===== config.mk =====
export PLATFORM = sky130hd
export DESIGN_NAME = mac_seq_ctrl
export DESIGN_NICKNAME = d
export VERILOG_FILES = /design/src/rtl/mac_seq_ctrl.sv
export SDC_FILE = /design/constraint.sdc
export NUM_CORES = 1
export LEC_CHECK = 0
export CORE_MARGIN = 1
export CORE_UTILIZATION = 30
export CTS_BUF_LIST = sky130_fd_sc_hd__clkbuf_8
export DETAILED_ROUTE_END_ITERATION = 7
export HOLD_SLACK_MARGIN = 0.06
export REMOVE_ABC_BUFFERS = 1
export SYNTH_ARGS = -nofsm -noshare
export SYNTH_HDL_FRONTEND = slang
export SYNTH_SLANG_ARGS = --single-unit

===== constraint.sdc =====
create_clock -name clk -period 3.8 [get_ports clk]
set_clock_uncertainty 0.1 [all_clocks]
set_input_delay 0.95 -clock clk [delete_from_list [all_inputs] [get_ports clk]]
set_output_delay 0.95 -clock clk [all_outputs]
set_load 0.02 [all_outputs]

===== src/rtl/mac_seq_ctrl.sv =====
// -----------------------------------------------------------------------------
// mac_seq_ctrl
//
// Sequencing controller for the multiply-accumulate datapath. A job runs
// num_terms+1 multiply/add terms. Each term loads operands, starts the
// multiplier, waits for completion (guarded by a watchdog) and then
// accumulates the product. The result is offered with a valid/ready handshake.
// An optional accumulate mode skips the accumulator clear so that a job adds
// onto the existing contents.
//
// Parameters
//   CNT_W    width of the term count/index (up to 2^CNT_W terms per job)
//   TIMEOUT  maximum WAIT cycles per term before the watchdog fires (>= 1)
//
// Ports
//   clk           clock
//   reset         synchronous, active-low reset
//   start         job request, sampled only in IDLE
//   num_terms     number of terms minus one, latched on start
//   accumulate    1 = keep accumulator contents, latched on start
//   mul_done      multiplier completion, sampled only in WAIT
//   abort         synchronous job cancel (ignored in IDLE)
//   result_ready  consumer accepts the result, sampled only in DONE
//   finish        high in IDLE
//   clr_acc_n     active-low accumulator clear
//   load_op       load operands (LOAD)
//   begin_mul     start multiplier (RUN)
//   add           accumulate product (ADD)
//   term_idx      0-based index of the current term
//   result_valid  result available (DONE)
//   error         watchdog timeout flag, cleared by the next accepted start
// -----------------------------------------------------------------------------
module mac_seq_ctrl #(
  parameter int CNT_W   = 4,
  parameter int TIMEOUT = 16
) (
  input  logic             clk,
  input  logic             reset,
  input  logic             start,
  input  logic [CNT_W-1:0] num_terms,
  input  logic             accumulate,
  input  logic             mul_done,
  input  logic             abort,
  input  logic             result_ready,
  output logic             finish,
  output logic             clr_acc_n,
  output logic             load_op,
  output logic             begin_mul,
  output logic             add,
  output logic [CNT_W-1:0] term_idx,
  output logic             result_valid,
  output logic             error
);

  // The timer only has to reach TIMEOUT-1; keep at least one bit so that
  // TIMEOUT=1 still elaborates.
  localparam int TMR_W = (TIMEOUT > 1) ? $clog2(TIMEOUT) : 1;
  localparam logic [TMR_W-1:0] TMR_LAST = TMR_W'(TIMEOUT - 1);

  typedef enum logic [2:0] {
    S_IDLE = 3'd0,
    S_INIT = 3'd1,
    S_LOAD = 3'd2,
    S_RUN  = 3'd3,
    S_WAIT = 3'd4,
    S_ADD  = 3'd5,
    S_DONE = 3'd6
  } state_t;

  state_t           state, state_d;
  logic [CNT_W-1:0] term_idx_d;
  logic [CNT_W-1:0] terms_q, terms_d;
  logic             acc_q, acc_d;
  logic             error_d;
  logic [TMR_W-1:0] timer, timer_d;

  // ---------------------------------------------------------------------------
  // State and job-context registers
  // ---------------------------------------------------------------------------
  always_ff @(posedge clk) begin
    // NOTE: sequential state uses non-blocking assignments so every register
    // samples the pre-edge values, independent of statement order.
    if (!reset) begin
      state    <= S_IDLE;
      term_idx <= '0;
      error    <= 1'b0;
      terms_q  <= '0;
      acc_q    <= 1'b0;
      timer    <= '0;
    end else begin
      state    <= state_d;
      term_idx <= term_idx_d;
      error    <= error_d;
      terms_q  <= terms_d;
      acc_q    <= acc_d;
      timer    <= timer_d;
    end
  end

  // ---------------------------------------------------------------------------
  // Next-state and job-context update
  // ---------------------------------------------------------------------------
  always_comb begin
    // NOTE: every signal written here gets a hold default first, so no path
    // leaves one unassigned and no latch is inferred.
    state_d    = state;
    term_idx_d = term_idx;
    error_d    = error;
    terms_d    = terms_q;
    acc_d      = acc_q;
    timer_d    = timer;

    case (state)
      S_IDLE: begin
        if (start) begin
          state_d    = S_INIT;
          terms_d    = num_terms;
          acc_d      = accumulate;
          term_idx_d = '0;
          error_d    = 1'b0;
        end
      end
      S_INIT: state_d = S_LOAD;
      S_LOAD: state_d = S_RUN;
      S_RUN: begin
        state_d = S_WAIT;
        timer_d = '0;
      end
      S_WAIT: begin
        // Completion on the last allowed cycle still wins over the watchdog.
        if (mul_done) begin
          state_d = S_ADD;
        end else if (timer == TMR_LAST) begin
          state_d = S_IDLE;
          error_d = 1'b1;
        end else begin
          timer_d = timer + TMR_W'(1);
        end
      end
      S_ADD: begin
        // Comparing before incrementing means term_idx never wraps, even for
        // a full 2^CNT_W-term job.
        if (term_idx == terms_q) begin
          state_d = S_DONE;
        end else begin
          term_idx_d = term_idx + CNT_W'(1);
          state_d    = S_LOAD;
        end
      end
      S_DONE: begin
        if (result_ready) state_d = S_IDLE;
      end
      default: state_d = S_IDLE;
    endcase

    // Abort overrides every in-job event and leaves the job context frozen
    // so the host can still see how far the job got.
    if (abort && (state != S_IDLE)) begin
      state_d    = S_IDLE;
      term_idx_d = term_idx;
      error_d    = error;
      timer_d    = timer;
    end
  end

  // ---------------------------------------------------------------------------
  // Moore output decodes
  // ---------------------------------------------------------------------------
  assign finish       = (state == S_IDLE);
  assign load_op      = (state == S_LOAD);
  assign begin_mul    = (state == S_RUN);
  assign add          = (state == S_ADD);
  assign result_valid = (state == S_DONE);
  // The clear also follows reset combinationally so the accumulator is held
  // clear for as long as reset is asserted.
  assign clr_acc_n    = reset & ~((state == S_INIT) & ~acc_q);

endmodule


* After elaboration in Yosys (flattened, before gate mapping)
Index checks and enable logic that the tools add are counted.
** Word-level totals
- Logic and storage cells :: 57
- Output and inout bits :: 11
- Input bits :: 11
- Bits in registers :: 17
** Cells by class
- Reductions and logical operators :: 12
- Eq/ne operators :: 15
- Multiplexer cells :: 16
- Bitwise gates (word level) :: 6
- Add/subtract/negate cells :: 2
** Operators by type and width (count)
- one-hot mux 3 bit (7 select lines) :: 1
- 2-to-1 mux 4 bit :: 4
- one-hot mux 4 bit (2 select lines) :: 2
- 2-to-1 mux 3 bit :: 5
- != test 2 bit, second input constant :: 6
- == test 3 bit, second input constant :: 3
- adder 4 x 1 -> 4 bit, second input constant :: 2
- AND reduction 4 bit :: 2
- == test 3 x 2 -> 1 bit, second input constant :: 2
- nonzero test 2 bit :: 3
- AND reduction 5 bit :: 1
- == test 4 bit :: 1
- == test 4 bit, second input constant :: 1
- NOT 1 bit :: 4
- == test 3 x 1 -> 1 bit, second input constant :: 1
- zero test 3 bit :: 1
- 2-to-1 mux 1 bit :: 3
- != test 3 bit, second input constant :: 1
- AND reduction 3 bit :: 1
- nonzero test 3 bit :: 1
- AND 1 bit :: 2
- one-hot mux 1 bit (2 select lines) :: 1
- AND reduction 2 bit :: 1
- OR reduction 2 bit :: 1
- logical AND 1 bit :: 1

* Longest topological paths before layout
- Depth in word-level cells :: 4
- Gate-level depth with buffers :: 5
- Gate-level depth less buffers :: 5

* Worst setup path after synthesis
Ideal clock, no wire load.
- Kind :: input-to-output
- Start point :: input reset
- End point :: output clr_acc_n
- Data required time :: 2750 ps
- Path buffers :: 1
- Data arrival time :: 1502 ps
- Setup slack :: 1248 ps
- Stages on the path :: 2
- Cell sequence :: clkbuf_1 -> o31a_1
** On the way
- Cells in the longest elaborated chain, start to end :: 1
** Ends and longest elaborated chain
- from (decl) :: RTL line 38 : input logic reset,
- AND 1 bit :: RTL line 176 : assign clr_acc_n = reset & ~((state == S_INIT) & ~acc_q);
- to (decl) :: RTL line 46 : output logic clr_acc_n,
Every way passes these cells.

* Worst setup path in the final report
Same ends and word-level chain as after synthesis.

==> key figures <==
Die
  • Vert. Die Dim: 57.7 um
  • Full die area: around 3300 um2
  • Starting Density: 32.6%
  • IO Pins: 22
  • Cell row count: 19
  • Die X: 57.7 um
  • Placeable Area: approximately 2900 um2

Global routing
  • GRT overflow: 0
  • Pin count of the biggest net entering global routing: 18
  • First-pass GRT wire length: 3900 um
  • Initial antenna violation count: 0
  • Number of global-route vias before repair: about 840
  • Total GRT Usage: 15.3%

CTS
  • Clk Latency, worst-skew pair: between 200 and 300 ps
  • Clk slew on worst S/H paths: 70 ps
  • CTS tree: done
  • CTS Hold Bufs: 0
  • Root buf cell: clkbuf_8
  • Cts repair resizes: 0
  • Clk sinks: 17
  • Cts bufs inserted: 3
  • Max clock buf depth: 2
  • Setup bufs post-CTS: 0
  • Depth of the CTS H-tree: 1

Logic synthesis
  • Synth Area in Compound Gates: around a fifth
  • Mux share of post-synthesis cell area: approximately 2.2%
  • Post-synth EDFFs: 0
  • Synth unique cells: 36
  • Ys Warns: 0
  • Mapped Area: 931 um2
  • Async set-reset flop share out of synthesis: 0%
  • Gate Count Post-Synth: 110
  • Post-Synth XOR/XNOR Area: 3.76%
  • Syn Area/Cell: 8.46 um2
  • Sequential area share after synthesis: a little over a third
  • Flops & latches, synth: 17
  • Post-Synth Simple-Gate Area: 30.8%
  • Main synth FF type: dfxtp_1
  • Main combinational cell family by area after synthesis: simple AND/OR/NAND/NOR gates
  • Adder-Cell Fraction of Synth Area: 2.69%

Setup path
  • Critical path type: input port to output pin
  • Reg2reg start: state[0]
  • Setup crit end kind: output pin
  • CP Data Required Time: 2750 ps
  • Max FO, Critical Path: 2
  • Largest stage delay, worst path: ~600 ps
  • Worst setup SP type: input port
  • CP startpoint: reset
  • Highest-delay cell along the critical path: clkdlybuf4s50_1
  • Worst R2R Path Depth: 4
  • Critical-path cell list: clkdlybuf4s50_1, o31a_1, clkdlybuf4s50_1
  • Top cell by count, worst path: clkdlybuf4s50_1
  • Critical Path AT: 2210 ps

Hold path
  • Min-Delay Path Class: register to register
  • Hold_sp: error
  • Worst Hold Path Cells: 2

Timing
  • Hold Vio Cnt, Final: 0
  • RSZ-0062 raised after global routing: false
  • Setup TNS: 0 ps
  • Worst Max-Slew Pin Slew: 586 ps
  • Final period utilization: 85.8%
  • Endpoints failing setup: 0
  • Final Max Slew Viols: 0
  • Fin crit period: 3260 ps
  • Peak Freq: 0.307 GHz
  • Worst slew margin: approximately 61%

Drt
  • DR WL/cell: 13.4 um
  • Final WL: ~2200 um
  • Post-route DRC: 0
  • Via count: 881
  • Routed Antenna Nets: 0
  • Vias per cell: 5.40
  • DRT iter0 DRCs: 28
  • DRT Pass-1 Iters: 4

Run status
  • Status: complete, no violations

Cells and area
  • Final core occ: 42.6%
  • Final Net Count: approximately 150
  • Share of layout cells above drive strength 1: 6.06%
  • Area Growth Syn to Fin: 30.6%
  • # diodes: 0

Pwr
  • LEAKAGE: 0.434 nW
  • Worst vdd ir: 0.000124 V
  • PwrDens: between 300 and 400 nW/um2

Placed design
  • GPL Wtd Cong: 0.855
  • IO buf count: 21
  • Hpwl dp: around 1600 um

Flow run
  • Max Cap Violations: 0
==> synthesized netlist by cell type, types with 2 or more instances <==
cell      number  area (um2)
o211ai_1       2        15.0
nand2b_1       4        25.0
nor3_1         3        15.0
buf_2          2        10.0
a22o_1         2        17.5
inv_1          4        15.0
nor2_1         3        11.3
a31oi_1        4        25.0
clkbuf_1       2        7.51
nand2_1       17        63.8
nand3b_1       2        15.0
nand3_1        6        30.0
mux2i_1        2        20.0
nor3b_1        4        30.0
a21oi_1        7        35.0
xor2_1         4        35.0
ha_1           2        25.0
and3b_1        2        17.5
and2_1         2        12.5
o21ai_0        4        20.0
dfxtp_1       17         340
==> state kept, by name, indices dropped and copies added, names as in the netlist <==
name and cells:
term_idx 4, terms_q 4, timer 4, state 3, acc_q 1, error 1
==> area by class of cell <==
type / count / area, um2
clock buffers: 3 / 41.3
clock inverters: 1 / 5.00
fillers: 289 / 1640
inverters: 5 / 18.8
multi-input cells: 84 / 554
flip-flops and latches: 17 / 340
well taps: 31 / 38.8
repair buffers: 22 / 218
==> metal layers <==
layer,vias to the layer above,wire (um),track usage (%)
met3,5,95,2.46
met1,410,1070,21.4
met2,21,968,22.1
li1,445,-,-
met5,-,0,0
met4,0,59,9.18
==> final timing paths <==
path | slack (ps) | to
worst max-delay path | 540 | clr_acc_n
worst min register to register | 360 | error
worst min-delay path | 360 | error
worst max register to register | 1980 | term_idx[1]
==> cell usage in the layout (no fill, tap or decap), types with 2 or more instances in the layout <==
cell / instances
a21oi_1: 7
o211ai_1: 2
nor3_1: 3
clkdlybuf4s50_1: 21
inv_1: 4
mux2i_1: 2
and3b_1: 2
a31oi_1: 4
clkbuf_8: 3
and2_1: 2
nand2_1: 17
nor3b_1: 4
ha_1: 2
xor2_1: 4
nor2_1: 3
nand2b_1: 4
nand3_1: 6
a22o_1: 2
nand3b_1: 2
o21ai_0: 4
dfxtp_1: 17
==> metrics by stage <==
step	total power, W	cell area [um2]	setup WS [ps]	hold slack (ps)	instances
after floorplan	0.000251	913	1550	337	106
after global placement	0.000286	1170	546	346	159
after detailed placement	0.000287	1170	551	361	159
after CTS	0.000425	1220	537	368	163
after global routing	0.000443	1220	511	383	163
final	0.000422	1220	540	359	163
==> worst max-delay path: cells and delay by family <==
family	cells	cell delay (ps)
buffers and inverters	2	1110
AO/OA/AOI/OAI	1	150
==> power by group <==
group          switching, W  total (W)  internal (W)
Sequential        0.0000149   0.000201      0.000186
Clock             0.0000671   0.000140     0.0000729
Combinational     0.0000420  0.0000813     0.0000393
Total              0.000124   0.000422      0.000299
==> logic make-up after synthesis <==
group           count (synthesis)
mux                             2
simple gates                   49
fa+ha+maj                       2
compound gates                 27
buf+inv                         9
flops                          17
xor+xnor                        4
No activity file was read; power rests on OpenSTA's default activity.
